`config.mk`:
```
export PLATFORM = sky130hd
export DESIGN_NAME = serial_adder
export DESIGN_NICKNAME = d
export VERILOG_FILES = /design/src/rtl/serial_adder_pkg.sv /design/src/rtl/serial_adder_full_adder.sv /design/src/rtl/serial_adder.sv
export SDC_FILE = /design/constraint.sdc
export NUM_CORES = 1
export LEC_CHECK = 0
export BUFFER_PORTS_ARGS = -buffer_cell sky130_fd_sc_hd__buf_4
export CAP_MARGIN = 30
export CORE_AREA = 8 8 66 68
export CTS_CLUSTER_DIAMETER = 80
export DETAILED_ROUTE_END_ITERATION = 8
export DIE_AREA = 0 0 74 76
export PLACE_DENSITY = 0.9
export SLEW_MARGIN = 10
export SYNTH_ARGS = -nofsm -noshare
export SYNTH_HDL_FRONTEND = slang
export SYNTH_SLANG_ARGS = --single-unit
```
`constraint.sdc`:
```
create_clock -name clk -period 2.3 [get_ports clk]
set_input_delay 0.23 -clock clk [delete_from_list [all_inputs] [get_ports clk]]
set_output_delay 0.23 -clock clk [all_outputs]
set_load 0.02 [all_outputs]
```
`src/rtl/serial_adder_pkg.sv`:
```
// ============================================================================
// Module   : serial_adder_pkg
// Purpose  : Shared state encoding and default width for the serial adder.
// Revision : 1.0
// ============================================================================
`default_nettype none

package serial_adder_pkg;

  localparam int DEFAULT_WIDTH = 8;

  typedef enum logic [1:0] {
    ST_IDLE = 2'd0,
    ST_RUN  = 2'd1,
    ST_DONE = 2'd2
  } state_t;

endpackage

`default_nettype wire

```
`src/rtl/serial_adder_full_adder.sv`:
```
// ============================================================================
// Module   : full_adder
// Purpose  : Single-bit combinational full adder used by the serial adder.
// Revision : 1.0
// ============================================================================
`default_nettype none

module full_adder (
  input  logic inbit_0,
  input  logic inbit_1,
  input  logic carry_in,
  output logic outbit_0,
  output logic carry_out
);

  assign outbit_0  = inbit_0 ^ inbit_1 ^ carry_in;
  assign carry_out = (inbit_0 & inbit_1) | (carry_in & (inbit_0 ^ inbit_1));

endmodule

`default_nettype wire

```
`src/rtl/serial_adder.sv`:
```
// ============================================================================
// Module   : serial_adder
// Purpose  : Bit-serial LSB-first adder with start/busy/done handshake.
// Revision : 1.0
// ============================================================================
`default_nettype none

module serial_adder
  import serial_adder_pkg::*;
#(
  parameter int WIDTH = DEFAULT_WIDTH
) (
  input  logic             clk,
  input  logic             rst_n,
  input  logic             start,
  input  logic [WIDTH-1:0] operand_0,
  input  logic [WIDTH-1:0] operand_1,
  input  logic             carry_in,
  output logic             busy,
  output logic             done,
  output logic [WIDTH-1:0] sum,
  output logic             carry_out,
  output logic             overflow
);

  localparam int CW = $clog2(WIDTH) + 1;
  localparam logic [CW-1:0] C_LAST_BIT = CW'(WIDTH - 1);

  state_t           state_q;
  logic [WIDTH-1:0] shift_a_q;
  logic [WIDTH-1:0] shift_b_q;
  logic [WIDTH-1:0] shift_s_q;
  logic [WIDTH-1:0] sum_q;
  logic [CW-1:0]    count_q;
  logic             carry_q;
  logic             carry_msb_in_q;
  logic             busy_q;
  logic             done_q;
  logic             carry_out_q;
  logic             overflow_q;

  logic             w_fa_sum;
  logic             w_fa_cout;
  logic             w_accept;

  full_adder u_full_adder (
    .inbit_0   (shift_a_q[0]),
    .inbit_1   (shift_b_q[0]),
    .carry_in  (carry_q),
    .outbit_0  (w_fa_sum),
    .carry_out (w_fa_cout)
  );

  // DONE accepts a new start on the same edge that publishes the result.
  assign w_accept = start && (state_q == ST_IDLE || state_q == ST_DONE);

  always_ff @(posedge clk or negedge rst_n) begin
    if (!rst_n) begin
      state_q        <= ST_IDLE;
      shift_a_q      <= '0;
      shift_b_q      <= '0;
      shift_s_q      <= '0;
      sum_q          <= '0;
      count_q        <= '0;
      carry_q        <= 1'b0;
      carry_msb_in_q <= 1'b0;
      busy_q         <= 1'b0;
      done_q         <= 1'b0;
      carry_out_q    <= 1'b0;
      overflow_q     <= 1'b0;
    end else begin
      done_q <= 1'b0;
      case (state_q)
        ST_RUN: begin
          shift_a_q <= shift_a_q >> 1;
          shift_b_q <= shift_b_q >> 1;
          shift_s_q <= {w_fa_sum, shift_s_q[WIDTH-1:1]};
          carry_q   <= w_fa_cout;
          count_q   <= count_q + 1'b1;
          if (count_q == C_LAST_BIT) begin
            carry_msb_in_q <= carry_q;
            state_q        <= ST_DONE;
          end
        end
        ST_DONE: begin
          sum_q       <= shift_s_q;
          carry_out_q <= carry_q;
          overflow_q  <= carry_msb_in_q ^ carry_q;
          done_q      <= 1'b1;
          busy_q      <= 1'b0;
          state_q     <= ST_IDLE;
        end
        ST_IDLE: begin
          state_q <= ST_IDLE;
        end
        default: begin
          state_q <= ST_IDLE;
        end
      endcase

      if (w_accept) begin
        shift_a_q <= operand_0;
        shift_b_q <= operand_1;
        carry_q   <= carry_in;
        count_q   <= '0;
        busy_q    <= 1'b1;
        state_q   <= ST_RUN;
      end
    end
  end

  assign busy      = busy_q;
  assign done      = done_q;
  assign sum       = sum_q;
  assign carry_out = carry_out_q;
  assign overflow  = overflow_q;

endmodule

`default_nettype wire

```
==> results of run 1 <==
==> power by group through the flow <==
stage / Sequential (mW) / Combinational (mW) / Clock, mW
finish: 1.36 / 1.22 / 0.693
global route: 1.41 / 1.37 / 0.725
CTS: 1.36 / 1.23 / 0.701
detailed placement: 1.37 / 1.21 / 0
global placement: 1.35 / 1.17 / 0
floorplan: 1.44 / 0.777 / 0
==> area by class of cell <==
class                      instances  area (um^2)
clock buffer                       5        37.54
sequential                        44         1101
multi-input combinational        125        679.4
inverter                           1        3.754
fill                             269         1196
tap                               48        60.06
clock inverter                     3        90.09
timing repair buffer              36        272.8
==> layer usage <==
| layer | share of wire (%) | routed length (um) |
|---|---|---|
| met5 | 0 | 0 |
| met4 | 2.2 | 77 |
| met3 | 5.1 | 180 |
| met2 | 49 | 1731 |
| met1 | 44 | 1563 |
==> cell usage in the layout, fill, tap and decap left out <==
master and instances:
xnor2_1 1, fa_1 1, dlygate4sd3_1 1, nor2_1 13, nand2_1 65, inv_1 1
o21ai_0 3, nor3_4 1, dfrtp_1 44, a31oi_1 13, mux2_2 9, mux2_1 1
bufinv_16 3, and2b_1 2, nand2b_1 3, mux2i_1 2, a21oi_1 2, clkbuf_4 5
nand3_1 4, ha_1 1, buf_4 35, mux2_4 1, a22oi_1 2, nand4_1 1
==> stage by stage <==
stage / worst slack (ns) / area [um^2] / power, mW
2_1_floorplan: 1.055 / 1858 / 2.220
3_3_place_gp: 0.7997 / 2107 / 2.520
3_5_place_dp: 0.7815 / 2107 / 2.586
4_1_cts: 0.7532 / 2245 / 3.285
5_1_grt: 0.5542 / 2245 / 3.503
6_report: 0.7413 / 2245 / 3.268
==> repair_timing <==
action / in CTS / in global routing
hold buffers: 1 / 0
endpoints found under the hold margin: 44 / 0
gates resized for setup: 0 / 0
==> path summary, 6_finish.rpt <==
kind / slack [ns] / endpoint / cells after the start
hold / removal: 0.10 / shift_a_q[7] / 3
setup reg to reg: 0.74 / carry_msb_in_q / 3
min in group asynchronous: 0.39 / sum[1] / 2
hold reg to reg: 0.50 / overflow / 2
setup / recovery: 0.74 / carry_msb_in_q / 3
max in group asynchronous: 1.54 / shift_b_q[3] / 2
==> cell families after synthesis <==
logic type / Yosys count
adders and majority gates: 2
xor gates and xnor gates: 1
muxes: 13
and+or+nand+nor: 89
DFF: 44
buffers and inverters: 12
AOI/OAI and AO/OA: 20
==> registers in the layout (all words and copies together) (netlist names) <==
| signal | count |
|---|---|
| shift_s_q | 8 |
| carry_msb_in_q | 1 |
| state_q | 2 |
| shift_a_q | 8 |
| count_q | 4 |
| carry_q | 1 |
| sum | 8 |
| done | 1 |
| busy | 1 |
| carry_out | 1 |
| shift_b_q | 8 |
| overflow | 1 |
==> cells in the mapped netlist, drive strengths merged <==
cell,n
a31oi,13
dfrtp,44
nor2,13
fa,1
a21oi,2
inv,1
ha,1
xnor2,1
nor3,1
and2b,2
nand4,1
mux2i,2
a22oi,2
buf,11
nand2b,3
nand2,65
o21ai,3
mux2,11
nand3,4
==> tightest hold or removal path, cell delays in order <==
cell and delay, ns:
buf_4 0.11, nand2_1 0.05, a21oi_1 0.05
==> impl_metrics.toml, run 1 <==
[worst_setup_path]
cp_top_family = "simple AND/OR/NAND/NOR gates"
critical_path_arrival_ns = 1.81
critical_path_class = "reg -> reg"
startpoint = "state_q[1]"
worstPathMaxFanout = 13
required_ns = 2.55
slowest_stage = "dfrtp_1"
startpoint_type = "register"
cp-end-kind = "register"
r2r-start = "state_q[1]"
cp_cell_sequence = "nand2b_1 > nor3_4 > mux2_1"
crit_buf_inv = 0
slowest_delay_ns = 0.42

[die]
core_area_um2 = 3441
io_pins = 32
die_y_um = 76
die_x_um = 74
rows = 22
start_util_pct = 54.00
dieArea_um2 = 5624

[cts]
clk_pin_slew_ns = 0.13
h-tree-depth = 2
cts_root_buf = "clkbuf_4"
clkSinkCount = 44
cts_buffers = 5
clock_latency_ns = 0.35
cts_setup_buffers = 0
tritoncts = "built"
clock_path_buffers = 2

[timing]
skew_ns = 0.005287
fin_crit_sh_pct = 67.77
max_slew_margin_pct = 55.01
final_hold_viol_count = 0
holdWs_ns = 0.1043
maxSlewViolCount = 0
timing_worst_slew_pin_value_ns = 0.6748
fin_setup_tns_ns = 0
fmax_mhz = 641.5
setup_violations = 0
rsz0062_at_grt = "no"
fin_crit_ns = 1.559

[synthesis]
yosysTopAreaCellShare_pct = 59.26
syn_inst = 181
synth_compound_area_share_pct = 6.532
synthMuxAreaShare_pct = 7.946
synthTopCellsByArea = "dfrtp_1, nand2_1, mux2_2"
synth-seq-cells = 44
synthesis.nets = 203
netlist_area_um2 = 1858
ys_types = 23
synth-seq-area-share_pct = 59.26
yosysWarnings = 0
synth_xor_area_share_pct = 0.4714
synth_top_area_cell = "dfrtp_1"
synthAdderAreaFrac_pct = 1.751
syn_avg_cell_area_um2 = 10.27
synth-simple-area-share_pct = 19.87
synth_top_family_by_area = "simple AND/OR/NAND/NOR gates"

[global_routing]
antenna_found_initial = 0
grt_pass1_vias = 1428
grtUsageMet3_pct = 3.158
grt_overflow_total = 0
groute.usage.overall_pct = 14.06
grt_pass1_wl_um = 6265
grt_busiest_layer = "met2"
grt_max_degree = 45
grt_use_met1_pct = 15.82
use_met2_pct = 22.80

[finish]
diodes = 0
final_cells = 262
fin_util_pct = 65.24
nNetsFinal = 235
drive_gt1_share_pct = 25.23
area.growth.synth_to_final_pct = 20.81

[place]
io_buffer_count = 31
place_congestion = 0.7648
place_hpwl_um = 2440
post-place-cells = 253

[drt]
drcViolationCount = 0
routedWlPerCell_um = 13.56
drt_first_pass_iters = 4
via_per_inst = 5.118
ant_nets = 0
via_count = 1341
wirelength_um = 3552
first_iter_violations = 63

[worst_hold_path]
worstHoldStart = "operand_0[7]"
min_path_type = "in -> reg"

[pwr]
p_int_mw = 2.111
leakage_nw = 1.102
power_frac_comb_pct = 37.2
ir_drop_mv = 0.5473
clkPwrFrac_pct = 21.2
pwr-share-seq_pct = 41.6
power_switching_mw = 1.158
p_sw_share_pct = 35.42
p_per_area_nw_per_um2 = 1456

[outcome]
status = "finished clean"

[run]
drv_cap = 0
(Power assumes the default switching activity.)
==> run 2, diff against run 1 <==
--- a/config.mk
+++ b/config.mk
@@ -5,13 +5,14 @@
 export SDC_FILE = /design/constraint.sdc
 export NUM_CORES = 1
 export LEC_CHECK = 0
+export ABC_AREA = 1
 export BUFFER_PORTS_ARGS = -buffer_cell sky130_fd_sc_hd__buf_4
 export CAP_MARGIN = 30
-export CORE_AREA = 8 8 66 68
+export CORE_AREA = 8 8 70 72
 export CTS_CLUSTER_DIAMETER = 80
 export DETAILED_ROUTE_END_ITERATION = 8
-export DIE_AREA = 0 0 74 76
-export PLACE_DENSITY = 0.9
+export DIE_AREA = 0 0 78 80
+export PLACE_DENSITY = 0.87
 export SLEW_MARGIN = 10
 export SYNTH_ARGS = -nofsm -noshare
 export SYNTH_HDL_FRONTEND = slang
==> constraint.sdc (replaced) <==
create_clock -name clk -period 1.6 [get_ports clk]
set_input_delay 0.16 -clock clk [delete_from_list [all_inputs] [get_ports clk]]
set_output_delay 0.16 -clock clk [all_outputs]
set_load 0.02 [all_outputs]
==> run 2 against run 1 <==
Against the previous run: cell count increased by 20%; flip-flop and latch count did not move; synthesized area is 11% higher; sequential power rose by 40%; power up 42%; wire length increased by 5.9%; synthesized cell count up 29%; register-to-register slack got worse by 0.53 ns; critical path depth up 3; die area increased by 11%; largest cell class unchanged.
==> impl_metrics.toml, run 2 <==
[timing]
setup_violations = 0
fmax_mhz = 718.0
final_hold_viol_count = 0
fin_crit_sh_pct = 87.05
maxSlewViolCount = 0
fin_crit_ns = 1.393
max_slew_margin_pct = 64.75
rsz0062_at_grt = "no"
skew_ns = 0.009508
timing_worst_slew_pin_value_ns = 0.5287
fin_setup_tns_ns = 0

[drt]
routedWlPerCell_um = 11.94
first_iter_violations = 119
ant_nets = 0
drt_first_pass_iters = 4
via_per_inst = 4.848
wirelength_um = 3761
drcViolationCount = 0
via_count = 1527

[global_routing]
grt_overflow_total = 0
grt_pass1_vias = 1524
grt_max_degree = 45
antenna_found_initial = 0
grt_pass1_wl_um = 6451
groute.usage.overall_pct = 13.01

[worst_setup_path]
critical_path_class = "reg -> reg"
worstPathMaxFanout = 22
cp-end-kind = "register"
critical_path_arrival_ns = 1.64
slowest_stage = "dfrtp_1"
startpoint_type = "register"
slowest_delay_ns = 0.59
crit_buf_inv = 2
required_ns = 1.85
cp_top_family = "flip-flops"
cp_cell_sequence = "inv_4 > nand2_4 > nand2_4 > inv_4 > nand2_1 > nand2_1"

[die]
rows = 23
io_pins = 32
die_y_um = 80
dieArea_um2 = 6240
core_area_um2 = 3856
die_x_um = 78
start_util_pct = 53.34

[finish]
diodes = 0
fill_cells = 339
fin_util_pct = 61.88
area.growth.synth_to_final_pct = 16.00
design_area_um2 = 2386
final_cell_mix = "nand2_1, dfrtp_1, buf_4, inv_1, o21ai_0"
layout.cells.most_common = "nand2_1"
drive_gt1_share_pct = 23.40
nNetsFinal = 286

[run]
drv_cap = 0

[synthesis]
syn_avg_cell_area_um2 = 8.828
synthTopCellsByArea = "dfrtp_1, nand2_1, o21ai_2"
synth_edf_count = 0
synthesis.nets = 255
synth-seq-cells = 44
yosysTopAreaCellShare_pct = 53.53
ys_types = 19
async_flop_share_pct = 100.0
synth_ff_type = "dfrtp_1"
yosysWarnings = 0
netlist_area_um2 = 2057
synth_top_area_cell = "dfrtp_1"
synth.most_common_cell = "nand2_1"
syn_inst = 233
synth-seq-area-share_pct = 53.53
ys_top_cells_by_count = "nand2_1, dfrtp_1, inv_1"

[place]
io_buffer_count = 31
dpl_cell_area_um2 = 2268
place_congestion = 0.8171
place_hpwl_um = 2698

[cts]
clk_pin_slew_ns = 0.08
clock_path_buffers = 2
tritoncts = "built"
cts_buffers = 5
clkSinkCount = 44
h-tree-depth = 2
cts_root_buf = "clkbuf_8"
cts_setup_buffers = 0
clock_latency_ns = 0.30

[pwr]
totalPowerFinal_mw = 4.654
p_per_area_nw_per_um2 = 1950
leakage_nw = 1.283
ir_drop_mv = 0.8899

[worst_hold_path]
min_path_type = "in -> reg"

[outcome]
status = "finished clean"
run 2: per-layer routing:
layer  global-route usage (%)  vias to the layer above  part of all wire, %
li1                         -                      774                    -
met1                    14.33                      715                   43
met2                    21.14                       32                   50
met3                    4.955                        6                  5.1
met4                    7.593                        0                  2.0
met5                        0                        -                    0
run 2: kinds of logic after synthesis:
kind of cell / after synthesis / synth area share [%]
flops: 44 / 53.53
buf+inv: 37 / 9.915
xor+xnor: 1 / 0.4259
simple gates: 119 / 24.88
fa+ha+maj: 2 / 1.581
compound gates: 30 / 9.671
run 2: layout make-up:
| cell class | count | area, um^2 | area share [%] |
|---|---|---|---|
| flip-flops and latches | 44 | 1101 | 46.15 |
| multi-input cells | 152 | 752.0 | 31.52 |
| repair buffers | 33 | 250.2 | 10.49 |
| inverters | 28 | 112.6 | 4.719 |
| clock buffers | 6 | 72.57 | 3.041 |
| well taps | 50 | 62.56 | 2.622 |
| clock inverters | 2 | 35.03 | 1.468 |
run 2: what timing repair did:
action                                 4_1_cts  5_1_grt
hold buffers                                 1        0
resized for setup                            0        0
endpoints found under the hold margin       44        0
run 2: worst reg2reg max path: cells and delay by family (launching register included):
family	cells	cell delay, ns
AND/OR/NAND/NOR	4	0.51
buffers and inverters	2	0.22
flip-flops	1	0.59
run 2: path summary, 6_finish.rpt:
| path | startpoint | endpoint | slack (ns) | cells after the start |
|---|---|---|---|---|
| setup / recovery | state_q[0] | shift_a_q[6] | 0.21 | 6 |
| hold / removal | operand_0[7] | shift_a_q[7] | 0.07 | 3 |
| setup reg to reg | state_q[0] | shift_a_q[6] | 0.21 | 6 |
| hold reg to reg | sum[0] | sum[0] | 0.48 | 2 |
| max in group asynchronous | rst_n | shift_b_q[0] | 0.86 | 2 |
| min in group asynchronous | rst_n | state_q[0] | 0.38 | 2 |
run 2: stage by stage:
step	hold WS, ns	cells	setup slack (ns)
after floorplan	-0.1356	233	0.4641
after global placement	0.1854	306	0.3034
after detailed placement	0.1864	306	0.2488
after CTS	0.06025	315	0.2048
after global routing	0.06968	315	0.1167
final	0.07100	315	0.2072
run 2: where the power goes:
| group | switching [mW] | leakage, nW | internal, mW | total [mW] |
|---|---|---|---|---|
| Sequential | 0.317 | 0.552 | 1.59 | 1.91 |
| Clock | 0.371 | 0.0552 | 0.463 | 0.834 |
| Combinational | 1.17 | 0.676 | 0.737 | 1.91 |
